## config.mk

```make
export PLATFORM = sky130hd
export DESIGN_NAME = bp_fe_pc_sel_sched_flat
export DESIGN_NICKNAME = d
export VERILOG_FILES = /design/src/rtl/bp_fe_pc_sel_sched_if.sv /design/src/rtl/bp_fe_pc_sel_sched.sv /design/src/flat_wrapper.sv
export SDC_FILE = /design/constraint.sdc
export NUM_CORES = 1
export LEC_CHECK = 0
export BUFFER_PORTS_ARGS = -buffer_cell sky130_fd_sc_hd__buf_2
export CORE_AREA = 3 3 181 183
export CTS_CLUSTER_DIAMETER = 150
export DETAILED_ROUTE_END_ITERATION = 10
export DIE_AREA = 0 0 184 186
export MAX_ROUTING_LAYER = met4
export RECOVER_POWER = 50
export SYNTH_ARGS = -nofsm -noshare
export SYNTH_HDL_FRONTEND = slang
export SYNTH_SLANG_ARGS = --single-unit
```

## constraint.sdc

```tcl
create_clock -name clk_i -period 4.7 [get_ports clk_i]
set_input_delay 0.235 -clock clk_i [delete_from_list [all_inputs] [get_ports clk_i]]
set_output_delay 0.235 -clock clk_i [all_outputs]
set_load 0.05 [all_outputs]
```

## src/rtl/bp_fe_pc_sel_sched_if.sv

```systemverilog
// ----------------------------------------------------------------------------
// bp_fe_pc_sel_sched_if
//   Bundles every non-clock/reset signal of the next-PC scheduler.
//   Signal names keep the scheduler's point of view: *_i are driven into the
//   scheduler, *_o are driven by it.
//
//   master : the fetch-pipeline side (icache/itlb/BTB/RAS/backend), drives *_i
//   slave  : the scheduler itself, drives *_o
//
//   fetch_ready_i     icache, itlb and fe queue can all accept a PC
//   redirect_v_i/pc_i backend redirect request, redirect_ready_o accepts it
//   icache_miss_i     icache miss level (held until refill done)
//   tlb_miss_i        itlb miss level
//   pc_f1_i, pc_f2_i  PCs currently in f1 / f2
//   ras_*, btb_*, br_* prediction sources (valid + target)
//   pc_n_o/pc_n_v_o   next fetch PC and its valid
//   pc_src_o          selected source code
//   ras_pop_o         RAS pop pulse
//   flush_o           squash f1/f2
//   misalign_o        accepted redirect target was not 4-byte aligned
// ----------------------------------------------------------------------------
interface bp_fe_pc_sel_sched_if #(
  parameter int eaddr_width_p = 64
);

  logic                     fetch_ready_i;
  logic                     redirect_v_i;
  logic [eaddr_width_p-1:0] redirect_pc_i;
  logic                     redirect_ready_o;
  logic                     icache_miss_i;
  logic                     tlb_miss_i;
  logic [eaddr_width_p-1:0] pc_f1_i;
  logic [eaddr_width_p-1:0] pc_f2_i;
  logic                     ras_v_i;
  logic [eaddr_width_p-1:0] ras_pc_i;
  logic                     btb_v_i;
  logic [eaddr_width_p-1:0] btb_pc_i;
  logic                     br_v_i;
  logic [eaddr_width_p-1:0] br_pc_i;
  logic [eaddr_width_p-1:0] pc_n_o;
  logic                     pc_n_v_o;
  logic [2:0]               pc_src_o;
  logic                     ras_pop_o;
  logic                     flush_o;
  logic                     misalign_o;

  modport master (
    output fetch_ready_i, redirect_v_i, redirect_pc_i,
           icache_miss_i, tlb_miss_i, pc_f1_i, pc_f2_i,
           ras_v_i, ras_pc_i, btb_v_i, btb_pc_i, br_v_i, br_pc_i,
    input  redirect_ready_o, pc_n_o, pc_n_v_o, pc_src_o,
           ras_pop_o, flush_o, misalign_o
  );

  modport slave (
    input  fetch_ready_i, redirect_v_i, redirect_pc_i,
           icache_miss_i, tlb_miss_i, pc_f1_i, pc_f2_i,
           ras_v_i, ras_pc_i, btb_v_i, btb_pc_i, br_v_i, br_pc_i,
    output redirect_ready_o, pc_n_o, pc_n_v_o, pc_src_o,
           ras_pop_o, flush_o, misalign_o
  );

endinterface

```

## src/rtl/bp_fe_pc_sel_sched.sv

```systemverilog
// ----------------------------------------------------------------------------
// bp_fe_pc_sel_sched
//   Next-PC scheduler for the frontend fetch pipeline. Every cycle it picks
//   one source for the next fetch PC: backend redirect, miss replay, RAS,
//   BTB, static branch/jal or sequential (pc_f1 + 4). A small FSM sequences
//   boot, icache/itlb miss waits and the replay of the missing PC.
//
//   Ports
//     clk_i      clock
//     reset_n_i  asynchronous reset, active low
//     fe         bp_fe_pc_sel_sched_if.slave, all fetch-side signals
//
//   pc_n_o and the other outputs are combinational from the inputs and the
//   registered state (zero-cycle latency); state, RAS holdoff and the replay
//   PC update on the rising clock edge.
// ----------------------------------------------------------------------------
module bp_fe_pc_sel_sched #(
  parameter int                       eaddr_width_p = 64,
  parameter logic [eaddr_width_p-1:0] first_pc_p    = eaddr_width_p'('h8000_0000),
  parameter int                       ras_holdoff_p = 2
) (
  input  logic                       clk_i,
  input  logic                       reset_n_i,
  bp_fe_pc_sel_sched_if.slave        fe
);

  localparam int hold_w_lp = (ras_holdoff_p < 1) ? 1 : $clog2(ras_holdoff_p + 1);

  typedef enum logic [2:0] {
    e_boot,
    e_run,
    e_imiss,
    e_tmiss,
    e_replay
  } state_e;

  typedef enum logic [2:0] {
    e_src_seq      = 3'd0,
    e_src_br       = 3'd1,
    e_src_btb      = 3'd2,
    e_src_ras      = 3'd3,
    e_src_redirect = 3'd4,
    e_src_replay   = 3'd5,
    e_src_boot     = 3'd6
  } pc_src_e;

  state_e                   state_q,   state_d;
  logic [hold_w_lp-1:0]     holdoff_q, holdoff_d;
  logic [eaddr_width_p-1:0] replay_q,  replay_d;

  logic [eaddr_width_p-1:0] pc_n;
  logic                     pc_n_v;
  pc_src_e                  pc_src;
  logic                     redirect_ready;
  logic                     ras_pop;
  logic                     flush;
  logic                     misalign;

  logic                     in_miss;
  logic                     pred_ok;

  assign in_miss = (state_q == e_imiss) || (state_q == e_tmiss);
  // Predictions are ignored while a recent RAS pop is still settling.
  assign pred_ok = (holdoff_q == '0);

  // --------------------------------------------------------------------------
  // Next-PC selection and next-state logic
  // --------------------------------------------------------------------------
  always_comb begin
    // NOTE: every signal assigned in this block gets a default first so no
    // path through the case/if tree can leave it unassigned and infer a latch.
    pc_n           = first_pc_p;
    pc_n_v         = 1'b0;
    pc_src         = e_src_boot;
    redirect_ready = 1'b0;
    ras_pop        = 1'b0;
    flush          = 1'b0;
    misalign       = 1'b0;
    state_d        = state_q;
    holdoff_d      = holdoff_q;
    replay_d       = replay_q;

    unique case (state_q)
      e_boot: begin
        pc_n   = first_pc_p;
        pc_n_v = 1'b1;
        pc_src = e_src_boot;
        if (fe.fetch_ready_i) state_d = e_run;
      end

      e_run: begin
        pc_n_v = 1'b1;
        if (fe.ras_v_i && pred_ok) begin
          pc_n    = fe.ras_pc_i;
          pc_src  = e_src_ras;
          ras_pop = fe.fetch_ready_i;
        end else if (fe.btb_v_i && pred_ok) begin
          pc_n   = fe.btb_pc_i;
          pc_src = e_src_btb;
        end else if (fe.br_v_i && pred_ok) begin
          pc_n   = fe.br_pc_i;
          pc_src = e_src_br;
        end else begin
          // Sequential fetch wraps at the top of the address space.
          pc_n   = fe.pc_f1_i + eaddr_width_p'(4);
          pc_src = e_src_seq;
        end

        // Holdoff only moves on cycles where the fetch actually advances.
        if (fe.fetch_ready_i) begin
          if (ras_pop) begin
            holdoff_d = hold_w_lp'(ras_holdoff_p);
          end else if (holdoff_q != '0) begin
            holdoff_d = holdoff_q - hold_w_lp'(1);
          end
        end

        // icache miss belongs to the older (f2) instruction, so it wins.
        if (fe.icache_miss_i) begin
          replay_d = fe.pc_f2_i;
          state_d  = e_imiss;
        end else if (fe.tlb_miss_i) begin
          replay_d = fe.pc_f1_i;
          state_d  = e_tmiss;
        end
      end

      e_imiss: begin
        pc_n   = replay_q;
        pc_src = e_src_replay;
        if (!fe.icache_miss_i) state_d = e_replay;
      end

      e_tmiss: begin
        pc_n   = replay_q;
        pc_src = e_src_replay;
        if (!fe.tlb_miss_i) state_d = e_replay;
      end

      e_replay: begin
        pc_n   = replay_q;
        pc_n_v = 1'b1;
        pc_src = e_src_replay;
        if (fe.icache_miss_i) begin
          replay_d = fe.pc_f2_i;
          state_d  = e_imiss;
        end else if (fe.tlb_miss_i) begin
          replay_d = fe.pc_f1_i;
          state_d  = e_tmiss;
        end else if (fe.fetch_ready_i) begin
          state_d = e_run;
        end
      end

      default: begin
        state_d = e_boot;
      end
    endcase

    // A backend redirect overrides every other source and event. During a
    // miss wait the fetch path is idle, so the redirect needs no fetch_ready.
    if (state_q != e_boot) begin
      redirect_ready = fe.redirect_v_i && (fe.fetch_ready_i || in_miss);
    end

    if (redirect_ready) begin
      pc_n      = {fe.redirect_pc_i[eaddr_width_p-1:2], 2'b00};
      pc_n_v    = 1'b1;
      pc_src    = e_src_redirect;
      flush     = 1'b1;
      ras_pop   = 1'b0;
      misalign  = |fe.redirect_pc_i[1:0];
      holdoff_d = '0;
      replay_d  = replay_q;
      state_d   = e_run;
    end

    // While reset is held the outputs show boot values immediately, without
    // waiting for a clock edge, and never emit a pop or flush.
    if (!reset_n_i) begin
      pc_n           = first_pc_p;
      pc_n_v         = 1'b0;
      pc_src         = e_src_boot;
      redirect_ready = 1'b0;
      ras_pop        = 1'b0;
      flush          = 1'b0;
      misalign       = 1'b0;
    end
  end

  // --------------------------------------------------------------------------
  // State registers
  // --------------------------------------------------------------------------
  // NOTE: sequential state uses non-blocking assignments so every register
  // samples the pre-edge values regardless of statement order.
  always_ff @(posedge clk_i or negedge reset_n_i) begin
    if (!reset_n_i) begin
      // NOTE: replay_q is an ordinary register, not a memory, so it is reset
      // along with the rest of the state to keep its value defined.
      state_q   <= e_boot;
      holdoff_q <= '0;
      replay_q  <= '0;
    end else begin
      state_q   <= state_d;
      holdoff_q <= holdoff_d;
      replay_q  <= replay_d;
    end
  end

  // --------------------------------------------------------------------------
  // Outputs
  // --------------------------------------------------------------------------
  assign fe.pc_n_o           = pc_n;
  assign fe.pc_n_v_o         = pc_n_v;
  assign fe.pc_src_o         = pc_src;
  assign fe.redirect_ready_o = redirect_ready;
  assign fe.ras_pop_o        = ras_pop;
  assign fe.flush_o          = flush;
  assign fe.misalign_o       = misalign;

endmodule
```

## src/flat_wrapper.sv

```systemverilog
// flat-port wrapper written by rule: the top's interface ports become plain ports
module bp_fe_pc_sel_sched_flat 
#(
  parameter int                       eaddr_width_p = 64,
  parameter logic [eaddr_width_p-1:0] first_pc_p    = eaddr_width_p'('h8000_0000),
  parameter int                       ras_holdoff_p = 2
)
  (clk_i, reset_n_i, fe_fetch_ready_i, fe_redirect_v_i, fe_redirect_pc_i, fe_icache_miss_i, fe_tlb_miss_i, fe_pc_f1_i, fe_pc_f2_i, fe_ras_v_i, fe_ras_pc_i, fe_btb_v_i, fe_btb_pc_i, fe_br_v_i, fe_br_pc_i, fe_redirect_ready_o, fe_pc_n_o, fe_pc_n_v_o, fe_pc_src_o, fe_ras_pop_o, fe_flush_o, fe_misalign_o);
  bp_fe_pc_sel_sched_if #(.eaddr_width_p(eaddr_width_p)) fe_i ();
  input  logic clk_i;
  input  logic reset_n_i;
  input wire logic [$bits(fe_i.fetch_ready_i)-1:0] fe_fetch_ready_i;
  input wire logic [$bits(fe_i.redirect_v_i)-1:0] fe_redirect_v_i;
  input wire logic [$bits(fe_i.redirect_pc_i)-1:0] fe_redirect_pc_i;
  input wire logic [$bits(fe_i.icache_miss_i)-1:0] fe_icache_miss_i;
  input wire logic [$bits(fe_i.tlb_miss_i)-1:0] fe_tlb_miss_i;
  input wire logic [$bits(fe_i.pc_f1_i)-1:0] fe_pc_f1_i;
  input wire logic [$bits(fe_i.pc_f2_i)-1:0] fe_pc_f2_i;
  input wire logic [$bits(fe_i.ras_v_i)-1:0] fe_ras_v_i;
  input wire logic [$bits(fe_i.ras_pc_i)-1:0] fe_ras_pc_i;
  input wire logic [$bits(fe_i.btb_v_i)-1:0] fe_btb_v_i;
  input wire logic [$bits(fe_i.btb_pc_i)-1:0] fe_btb_pc_i;
  input wire logic [$bits(fe_i.br_v_i)-1:0] fe_br_v_i;
  input wire logic [$bits(fe_i.br_pc_i)-1:0] fe_br_pc_i;
  output wire logic [$bits(fe_i.redirect_ready_o)-1:0] fe_redirect_ready_o;
  output wire logic [$bits(fe_i.pc_n_o)-1:0] fe_pc_n_o;
  output wire logic [$bits(fe_i.pc_n_v_o)-1:0] fe_pc_n_v_o;
  output wire logic [$bits(fe_i.pc_src_o)-1:0] fe_pc_src_o;
  output wire logic [$bits(fe_i.ras_pop_o)-1:0] fe_ras_pop_o;
  output wire logic [$bits(fe_i.flush_o)-1:0] fe_flush_o;
  output wire logic [$bits(fe_i.misalign_o)-1:0] fe_misalign_o;
  assign fe_i.fetch_ready_i = fe_fetch_ready_i;
  assign fe_i.redirect_v_i = fe_redirect_v_i;
  assign fe_i.redirect_pc_i = fe_redirect_pc_i;
  assign fe_i.icache_miss_i = fe_icache_miss_i;
  assign fe_i.tlb_miss_i = fe_tlb_miss_i;
  assign fe_i.pc_f1_i = fe_pc_f1_i;
  assign fe_i.pc_f2_i = fe_pc_f2_i;
  assign fe_i.ras_v_i = fe_ras_v_i;
  assign fe_i.ras_pc_i = fe_ras_pc_i;
  assign fe_i.btb_v_i = fe_btb_v_i;
  assign fe_i.btb_pc_i = fe_btb_pc_i;
  assign fe_i.br_v_i = fe_br_v_i;
  assign fe_i.br_pc_i = fe_br_pc_i;
  assign fe_redirect_ready_o = fe_i.redirect_ready_o;
  assign fe_pc_n_o = fe_i.pc_n_o;
  assign fe_pc_n_v_o = fe_i.pc_n_v_o;
  assign fe_pc_src_o = fe_i.pc_src_o;
  assign fe_ras_pop_o = fe_i.ras_pop_o;
  assign fe_flush_o = fe_i.flush_o;
  assign fe_misalign_o = fe_i.misalign_o;
  bp_fe_pc_sel_sched #(.eaddr_width_p(eaddr_width_p), .first_pc_p(first_pc_p), .ras_holdoff_p(ras_holdoff_p)) u_core (.clk_i(clk_i), .reset_n_i(reset_n_i), .fe(fe_i));
endmodule
```

==> impl_metrics.csv <==
group,metric,value,unit
clock_tree,clock_latency,0.35,ns
power_and_ir_drop,p_clk_frac,0.111,
placed_design,gp_congestion,0.952,
die,start_util,0.254,
power_and_ir_drop,comb_power_share,0.720,
worst_setup_path,critPathKind,"primary input to output pin",
hold_path,hold_class,"primary input to register",
power_and_ir_drop,power,6.54,mW
drt,vias,11400,
worst_setup_path,cp_cell_sequence,"dlygate4sd3_1, clkbuf_1, and2_1, and2_1, o21ai_0, o21ai_0, buf_2",
clock_tree,clock_path_buffers,2,
synth,syn_nets,1536,
final_layout,areaGrowthSynthToFinish,37.7,%
worst_setup_path,crit_path_top_delay_cell,"clkbuf_1",
drt,drc,0,
drt,wl,51.7,mm
power_and_ir_drop,p_sw_frac,0.591,
synth,synth_edf_count,0,
worst_setup_path,start_kind,"primary input",
sta,worst_hold_slack,0.193,ns
sta,fin_crit,4.13,ns
final_layout,final_net_count,1934,
final_layout,design_area,11000,µm²
sta,fin_skew,0.00761,ns
die,io_pins,465,
clock_tree,clk_pin_slew_worst_paths,0.06,ns
job,maxCapViolCount,1,
drt,drt-pass1-iter-count,5,
drt,first_iter_violations,1123,
worst_setup_path,path_max_fanout,21,
sta,hold_viol,0,
synth,synth-seq-area-share,0.216,
status,violations,"capacitance limit, slew limit",
drt,vias_per_cell,5.86,
power_and_ir_drop,p_switching,3.86,mW
grt,grt.total_usage,0.293,
synth,synth_seq_cells,69,
power_and_ir_drop,p_int,2.68,mW
grt,grt_pass1_vias,10900,
status,status,"finished with violations",
sta,slew_headroom,-0.0246,
power_and_ir_drop,seqPwrFrac,0.169,
synth,yosys_warnings,0,
sta,setup_viol,0,
worst_setup_path,cp_data_arrival_time,3.89,ns
sta,tns,0,ns
clock_tree,clkSinkCount,69,
synth,avgSynthCellArea,7.00,µm²
sta,final.period_utilization,0.879,
worst_setup_path,cp-end-kind,"output pin",
grt,grt_max_degree,75,
die,core_area,31400,µm²
grt,antenna_found_initial,6,
worst_setup_path,critPathBufInv,3,
worst_setup_path,ff2ff_setup_slack,0.88,ns
placed_design,place_area,10700,µm²
clock_tree,htree_levels,3,
sta,fmax,0.242,GHz
synth,syn_inst,1141,
synth,yosysUniqueCellTypes,65,
die,num_rows,65,
power_and_ir_drop,vdd_ir_drop_max,0.338,mV
clock_tree,clockRootBuffer,"clkbuf_16",
worst_setup_path,critPathLaunch,"reset_n_i",
worst_setup_path,critPathMaxStageDelay,0.97,ns
placed_design,dp_hpwl,39.4,mm
worst_setup_path,cp_data_required_time,4.47,ns
synth,synth_area,7990,µm²
grt,grt-ovfl-total,0,
sta,maxSlewViolCount,75,
drt,ant_nets,0,
sta,rsz0062_at_grt,"no",
clock_tree,cts_made_buffers,9,
die,die_x,184,µm
synth,async_flop_share,1.00,
die,dieHeight,186,µm
placed_design,io_buffers,464,
drt,wl_per_cell,26.5,µm
clock_tree,cts_tree,"built",
worst_setup_path,r2r_start,"u_core.state_q[1]",
worst_setup_path,critical-path-top-delay-family,"buffers and inverters",
final_layout,drive_gt1_frac,0.344,
power_and_ir_drop,cellPowerDensity,594,nW/µm²
power_and_ir_drop,static-leakage-power,4.93,nW
sta,tightest_slew,1.54,ns
die,die_area,34200,µm²
grt,grt_first_pass_wirelength,71.7,mm
synth,ys.flop_type,"dfrtp_1",
hold_path,hp-start,"fe_pc_f2_i[23]",
[cells in the mapped netlist (all sizes together), types with 8 or more instances]
| cell type | count | share of area |
|---|---|---|
| clkbuf | 88 | 0.042 |
| buf | 23 | 0.014 |
| a22o | 11 | 0.012 |
| mux2i | 67 | 0.084 |
| a211oi | 16 | 0.015 |
| xor2 | 14 | 0.015 |
| inv | 16 | 0.0075 |
| and3 | 13 | 0.010 |
| nor3 | 28 | 0.018 |
| a21oi | 135 | 0.085 |
| nand2 | 101 | 0.047 |
| a221oi | 27 | 0.030 |
| o22ai | 22 | 0.017 |
| nand4 | 23 | 0.018 |
| a22oi | 18 | 0.017 |
| o31a | 9 | 0.0099 |
| nand3 | 44 | 0.028 |
| o221ai | 11 | 0.012 |
| nor4 | 22 | 0.018 |
| a221o | 9 | 0.011 |
| o211ai | 20 | 0.019 |
| and2 | 10 | 0.0078 |
| dfrtp | 69 | 0.22 |
| nor2 | 109 | 0.051 |
| xnor2 | 25 | 0.027 |
| o21a | 8 | 0.0075 |
| o21ai | 119 | 0.075 |
| a31oi | 13 | 0.010 |
[flip-flops by register name, indices dropped and copies added, names as in the netlist]
register and flops:
u_core.holdoff_q 2, u_core.state_q 3, u_core.replay_q 64
[final cells by class]
class	instances	area (µm²)
diodes	7	17.5
clock buffers	12	246
clock inverters	4	47.5
fillers	3480	20400
inverters	16	60.1
multi-input cells	945	5790
flip-flops and latches	69	1730
well taps	402	503
repair buffers	498	2600
[stage by stage]
step,worst slack (ns),util,instances
2_1_floorplan,1.55,-,1141
3_3_place_gp,0.835,0.341,1929
3_5_place_dp,0.784,0.341,1929
4_1_cts,0.788,0.350,1946
5_1_grt,0.479,0.350,1951
6_report,0.571,0.350,1953
[kinds of logic (layout without fill, tap and decap cells)]
group | Yosys count | after routing | synth area share
flops | 69 | 69 | 0.216
other cells | 0 | 7 | 0
buf+inv | 127 | 530 | 0.0628
simple gates | 374 | 374 | 0.220
fa+ha+maj | 2 | 2 | 0.00313
compound gates | 463 | 463 | 0.371
mux | 67 | 67 | 0.0840
xor+xnor | 39 | 39 | 0.0428
[placed cells by master (no fill, tap or decap), drive strengths merged, types with 16 or more instances in the layout]
| cell type | n |
|---|---|
| o211ai | 20 |
| a221oi | 27 |
| a22oi | 18 |
| nand3 | 44 |
| nor4 | 22 |
| o22ai | 22 |
| dfrtp | 69 |
| mux2i | 67 |
| inv | 16 |
| a21oi | 135 |
| nand2 | 101 |
| nor2 | 109 |
| xnor2 | 25 |
| buf | 494 |
| nor3 | 28 |
| o21ai | 119 |
| a211oi | 16 |
| nand4 | 23 |
[metal layers]
metal	global-route usage	share of wire	vias to the layer above
met5	-	0	-
li1	-	-	5150
met1	0.378	0.41	5459
met3	0.0596	0.093	97
met2	0.456	0.46	735
met4	0.103	0.029	0
[worst paths after layout]
path | end | cells past startpoint
worst max-delay path | fe_pc_n_o[10] | 7
worst min-delay path | u_core.replay_q[23] | 3
worst max register to register | u_core.replay_q[16] | 7
worst min register to register | u_core.replay_q[14] | 2
max in group asynchronous | u_core.replay_q[4] | 4
min in group asynchronous | u_core.replay_q[30] | 2
[tightest hold or removal path, delay by kind of cell]
kind	cells	cell delay (ns)
multiplexers	1	0.05
buffers and inverters	1	0.07
AO/OA/AOI/OAI	1	0.13
[power groups by stage]
stage	combinational, mW	clock, mW	sequential [mW]
CTS	4.66	0.747	1.10
finish	4.70	0.726	1.11
global placement	4.61	0	1.09
floorplan	3.17	0	1.02
global route	5.03	0.771	1.14
detailed placement	4.65	0	1.10
[timing repair]
item | CTS | global route
gates resized for setup | 0 | 0
setup buffers | 0 | 0
hold buffers | 1 | 0
endpoints found under the hold margin | 8 | 0
Note: power is estimated with default switching activity, not from simulation.
